==> config.mk <==
export PLATFORM = sky130hd
export DESIGN_NAME = fir_tap_buffer
export DESIGN_NICKNAME = d
export VERILOG_FILES = /design/src/rtl/fir_tap_buffer_pkg.sv /design/src/rtl/fir_tap_buffer.sv
export SDC_FILE = /design/constraint.sdc
export NUM_CORES = 1
export LEC_CHECK = 0
export CAP_MARGIN = 10
export CORE_AREA = 2 2 329 331
export DETAILED_ROUTE_END_ITERATION = 10
export DIE_AREA = 0 0 331 333
export HOLD_SLACK_MARGIN = 0.1
export PLACE_DENSITY = 0.61
export SLEW_MARGIN = 20
export SYNTH_ARGS = -nofsm -noshare
export SYNTH_HDL_FRONTEND = slang
export SYNTH_SLANG_ARGS = --single-unit
export TNS_END_PERCENT = 50
==> constraint.sdc <==
create_clock -name clk_i -period 5.75 [get_ports clk_i]
set_input_delay 1.15 -clock clk_i [delete_from_list [all_inputs] [get_ports clk_i]]
set_output_delay 1.15 -clock clk_i [all_outputs]
set_load 0.02 [all_outputs]
==> src/rtl/fir_tap_buffer_pkg.sv <==
// Shared types for the FIR coefficient buffer: FSM state, status flags and
// control bundle, plus the word-count helper used to size the loader.
package fir_tap_buffer_pkg;

  localparam int NB_TAPS_DEF    = 50;
  localparam int TAP_WIDTH_DEF  = 16;
  localparam int DATA_WIDTH_DEF = 32;

  typedef enum logic [1:0] {
    TB_IDLE,
    TB_LOAD,
    TB_FULL
  } fir_tap_buffer_state_t;

  typedef struct packed {
    logic done;
    logic taps_valid;
  } fir_tap_buffer_flags_t;

  typedef struct packed {
    logic start;
  } fir_tap_buffer_ctrl_t;

  function automatic int ceil_div(input int num, input int den);
    return (num + den - 1) / den;
  endfunction

endpackage

==> src/rtl/fir_tap_buffer.sv <==
// Packs coefficients from the H stream into a parallel tap bank and signals
// the controller once a full set has been stored.
//
//   state   | meaning
//   --------+----------------------------------------------------------
//   TB_IDLE | bank empty or cleared, stream not accepted
//   TB_LOAD | accepting H words, counter selects the taps being written
//   TB_FULL | complete coefficient set held stable for the MAC datapath
module fir_tap_buffer
  import fir_tap_buffer_pkg::*;
#(
  parameter int NB_TAPS    = NB_TAPS_DEF,
  parameter int TAP_WIDTH  = TAP_WIDTH_DEF,
  parameter int DATA_WIDTH = DATA_WIDTH_DEF
) (
  input  logic                         clk_i,
  input  logic                         rst_i,
  input  logic                         clear_i,
  input  logic                         start_i,
  input  logic [DATA_WIDTH-1:0]        h_data_i,
  input  logic                         h_valid_i,
  output logic                         h_ready_o,
  output logic [NB_TAPS*TAP_WIDTH-1:0] taps_o,
  output logic                         taps_valid_o,
  output logic                         done_o
);

  localparam int TPW      = DATA_WIDTH / TAP_WIDTH;
  localparam int NB_WORDS = ceil_div(NB_TAPS, TPW);
  localparam int CNT_W    = $clog2(NB_WORDS + 1);
  localparam logic [CNT_W-1:0] LAST_WORD = CNT_W'(NB_WORDS - 1);

  fir_tap_buffer_state_t state;
  fir_tap_buffer_flags_t flags;
  fir_tap_buffer_ctrl_t  ctrl;
  logic [CNT_W-1:0]      cnt;
  logic                  done_q;
  logic                  hs;
  logic [TAP_WIDTH-1:0]  taps_q [NB_TAPS];

  assign ctrl = '{start: start_i};

  // Ready is decoded from the registered state only, never from h_valid_i.
  assign h_ready_o = (state == TB_LOAD);
  assign hs        = h_valid_i & h_ready_o;

  assign flags        = '{done: done_q, taps_valid: (state == TB_FULL)};
  assign done_o       = flags.done;
  assign taps_valid_o = flags.taps_valid;

  always_ff @(posedge clk_i) begin
    if (rst_i || clear_i) begin
      state  <= TB_IDLE;
      cnt    <= '0;
      done_q <= 1'b0;
    end else begin
      done_q <= 1'b0;
      unique case (state)
        TB_IDLE: begin
          if (ctrl.start) begin
            state <= TB_LOAD;
            cnt   <= '0;
          end
        end
        TB_LOAD: begin
          if (hs) begin
            cnt <= cnt + CNT_W'(1);
            if (cnt == LAST_WORD) begin
              state  <= TB_FULL;
              done_q <= 1'b1;
            end
          end
        end
        TB_FULL: begin
          if (ctrl.start) begin
            state <= TB_LOAD;
            cnt   <= '0;
          end
        end
        default: state <= TB_IDLE;
      endcase
    end
  end

  // Tap i lives in word i/TPW, sub-word i%TPW; tail sub-words past NB_TAPS
  // simply have no register to land in.
  always_ff @(posedge clk_i) begin
    if (rst_i || clear_i) begin
      for (int i = 0; i < NB_TAPS; i++) taps_q[i] <= '0;
    end else if (hs) begin
      for (int i = 0; i < NB_TAPS; i++) begin
        if (cnt == CNT_W'(i / TPW))
          taps_q[i] <= h_data_i[(i % TPW)*TAP_WIDTH +: TAP_WIDTH];
      end
    end
  end

  for (genvar g = 0; g < NB_TAPS; g++) begin : g_taps
    assign taps_o[g*TAP_WIDTH +: TAP_WIDTH] = taps_q[g];
  end

endmodule
==> results.sh <==
export IMPL_synth_distinct_cells=32
export IMPL_synth_top_cell_by_area="edfxtp_1"
export IMPL_fin_cells=4071
export IMPL_worstMarginPinSlew_ns=1.12
export IMPL_syn_inst=1727
export IMPL_final_cell_area_um2=41100
export IMPL_cts_reportedPaths_clkPinSlew_ns=0.06
export IMPL_synthFlopType="edfxtp_1"
export IMPL_io_buffers=839
export IMPL_cp_start_kind="input pin"
export IMPL_dieArea_um2=110000
export IMPL_numCtsBuffers=84
export IMPL_synth_seq_cells=808
export IMPL_period_share_pct=65.1
export IMPL_place_area_um2=38400
export IMPL_max_freq_ghz=0.267
export IMPL_post_cts_resized=0
export IMPL_root_buffer="clkbuf_16"
export IMPL_tritoncts="built"
export IMPL_vdd_ir_drop_max_mv=0.259
export IMPL_crit_chain="clkdlybuf4s50_1 -> and4bb_1 -> nand2_8 -> o21ai_4 -> buf_4"
export IMPL_drv_slew=0
export IMPL_htreeDepth=3
export IMPL_synth_edf_count=800
export IMPL_ys_top_cells_by_area="edfxtp_1 (86%), nor2_1 (7.3%), nand3_1 (2.4%)"
export IMPL_drcViolationCount=0
export IMPL_initial_core_util_pct=26.4
export IMPL_crit_arrival_ns=4.08
export IMPL_drtAntennaViolNets=0
export IMPL_post_cts_buffers=0
export IMPL_routedWlPerCell_um=27.5
export IMPL_cpPeakStageDelay_ns=0.79
export IMPL_yosys_area_top_type_share_pct=85.5
export IMPL_antenna_found_initial=13
export IMPL_drive_above_1_share_pct=7.40
export IMPL_outcome="finished clean"
export IMPL_async_reset_ff_share_pct=0
export IMPL_grt_pass1_vias=18135
export IMPL_setup_ws_ns=2.01
export IMPL_cpLargestDelayFamily="simple AND/OR/NAND/NOR gates"
export IMPL_fp_row_count=120
export IMPL_dp_slack_ns=1.33
export IMPL_p_leak_nw=14.3
export IMPL_cts_max_path_buffers=3
export IMPL_wl_met2_um=53100
export IMPL_setup_tns_ns=0
export IMPL_dp_hpwl_um=79400
export IMPL_avgSynthCellArea_um2=16.3
export IMPL_pin_count=840
export IMPL_slew_headroom_pct=25.6
export IMPL_clock_skew_ns=0.0207
export IMPL_routed_via_count=18373
export IMPL_synthToLayoutAreaGrowth_pct=46.5
export IMPL_grt_usage_pct=19.6
export IMPL_via_per_inst=4.51
export IMPL_seqCellArea_um2=24200
export IMPL_synth_nets=1769
export IMPL_routed_wl_um=112000
export IMPL_drt_initial_drc_count=1650
export IMPL_finalCriticalPeriod_ns=3.74
export IMPL_crit_path_max_fanout=69
export IMPL_drv_cap=0
export IMPL_crit_slowest_cell="o21ai_4"
export IMPL_placed_cells=3911
export IMPL_seq_area_frac_synth_pct=86.1
export IMPL_hp_class="register to register"
export IMPL_ctsHoldBuffers=0
export IMPL_insertion_delay_ns=0.66
export IMPL_grt_overflow=0
export IMPL_die_y_um=333
export IMPL_wl_met1_um=42600
export IMPL_hold_viol=0
export IMPL_finalSetupViolations=0
export IMPL_core_area_um2=107000
export IMPL_cts_sinks=808
export IMPL_fillers=10033
export IMPL_grt_max_degree=103
export IMPL_grt_first_pass_wirelength_um=149000
export IMPL_layout_nets=2640
export IMPL_p_per_area_nw_per_um2=334
export IMPL_firstDrtPassIters=5
export IMPL_multi_input_area_um2=3580
export IMPL_wl_met3_um=12300
export IMPL_routed_top_layer="met5"
export IMPL_crit_type="input pin to register"
export IMPL_crit_required_ns=6.09
export IMPL_ys_warnings_count=0
export IMPL_syn_area_um2=28100
export IMPL_worst_path_buf_inv=2
export IMPL_grt_setup_unrepaired="no"
export IMPL_crit_path_end_kind="register"
export IMPL_die_x_um=331
export IMPL_place_gp_congestion=0.822
worst min-delay path: stages (launching register included):
cell	delay, ns
dfxtp_1	0.34
nand3_1	0.08
a21oi_1	0.07
through the flow:
| step | hold slack, ns | power [mW] | utilization, % |
|---|---|---|---|
| after floorplan | 0.477 | 7.61 | - |
| after global placement | 0.508 | 8.57 | 36.0 |
| after detailed placement | 0.518 | 8.57 | 36.0 |
| after CTS | 0.529 | 13.9 | 38.5 |
| after global routing | 0.558 | 14.1 | 38.6 |
| final | 0.536 | 13.8 | 38.6 |
per-layer routing:
layer	track usage [%]	vias to the layer above
met1	23.7	9226
li1	-	7905
met2	31.8	1048
met4	7.03	4
met3	7.51	190
met5	0	-
synth_stat cells (2+ instances only):
| cell type | number |
|---|---|
| and3_1 | 2 |
| nor2_1 | 548 |
| buf_2 | 63 |
| clkbuf_1 | 22 |
| nand2b_1 | 5 |
| a21oi_1 | 5 |
| o21ai_0 | 14 |
| or2_2 | 2 |
| a21o_1 | 6 |
| buf_4 | 3 |
| ha_1 | 5 |
| dfxtp_1 | 8 |
| inv_1 | 36 |
| o31ai_1 | 2 |
| edfxtp_1 | 800 |
| nand4b_1 | 2 |
| nand2_1 | 41 |
| nand3b_1 | 2 |
| nand2_2 | 4 |
| buf_1 | 8 |
| nand3_1 | 135 |
| nor2b_1 | 4 |
power breakdown:
group | leakage, nW | switching (mW) | internal, mW | total, mW
registers | 8.82 | 0.104 | 6.80 | 6.91
logic | 4.19 | 0.944 | 0.586 | 1.53
clock network | 1.29 | 2.28 | 3.04 | 5.32
final cells by class:
| cell class | instances | share of cell area [%] |
|---|---|---|
| Inverter | 36 | 0.328 |
| Antenna cell | 7 | 0.0426 |
| Multi-Input combinational cell | 786 | 8.70 |
| Clock buffer | 102 | 5.43 |
| Sequential cell | 808 | 58.8 |
| Timing Repair Buffer | 882 | 21.4 |
| Clock inverter | 47 | 1.02 |
| Tap cell | 1403 | 4.27 |
cell families (layout without fill, tap and decap cells):
group | count (synthesis) | in the layout | synth area share [%]
xor gates and xnor gates | 1 | 1 | 0.0312
DFF | 808 | 808 | 86.1
other | 0 | 7 | 0
AOI/OAI and AO/OA | 27 | 27 | 0.552
adders and majority gates | 5 | 5 | 0.223
and+or+nand+nor | 752 | 752 | 11.0
buffers and inverters | 133 | 1067 | 2.10
muxes | 1 | 1 | 0.0356
state kept, by name, summed over array words and instances (netlist names):
| register | count |
|---|---|
| state | 2 |
| cnt | 5 |
| taps_q | 800 |
| done_o | 1 |
final timing paths:
check,start,end,slack [ns],depth (start not counted)
max,h_valid_i,taps_q[0][324],2.01,5
min,cnt[0],cnt[0],0.54,2
max reg2reg,state[0],taps_q[0][324],2.64,4
min reg2reg,cnt[0],cnt[0],0.54,2
placed cells by master (no fill, tap or decap), types with 3 or more instances in the layout:
cell,instances
clkdlybuf4s50_1,839
edfxtp_1,800
nor2_1,547
nand3_1,133
clkbuf_16,87
buf_4,37
nand2_1,36
inv_1,36
clkinv_1,19
clkbuf_1,15
o21ai_4,14
clkinv_2,12
dfxtp_1,8
diode_2,7
a21o_2,6
bufinv_16,6
nand2b_1,5
a21oi_1,5
nand2_2,5
ha_1,5
clkinvlp_4,4
buf_16,3
buf_12,3
No activity file was read; power rests on OpenSTA's default activity.
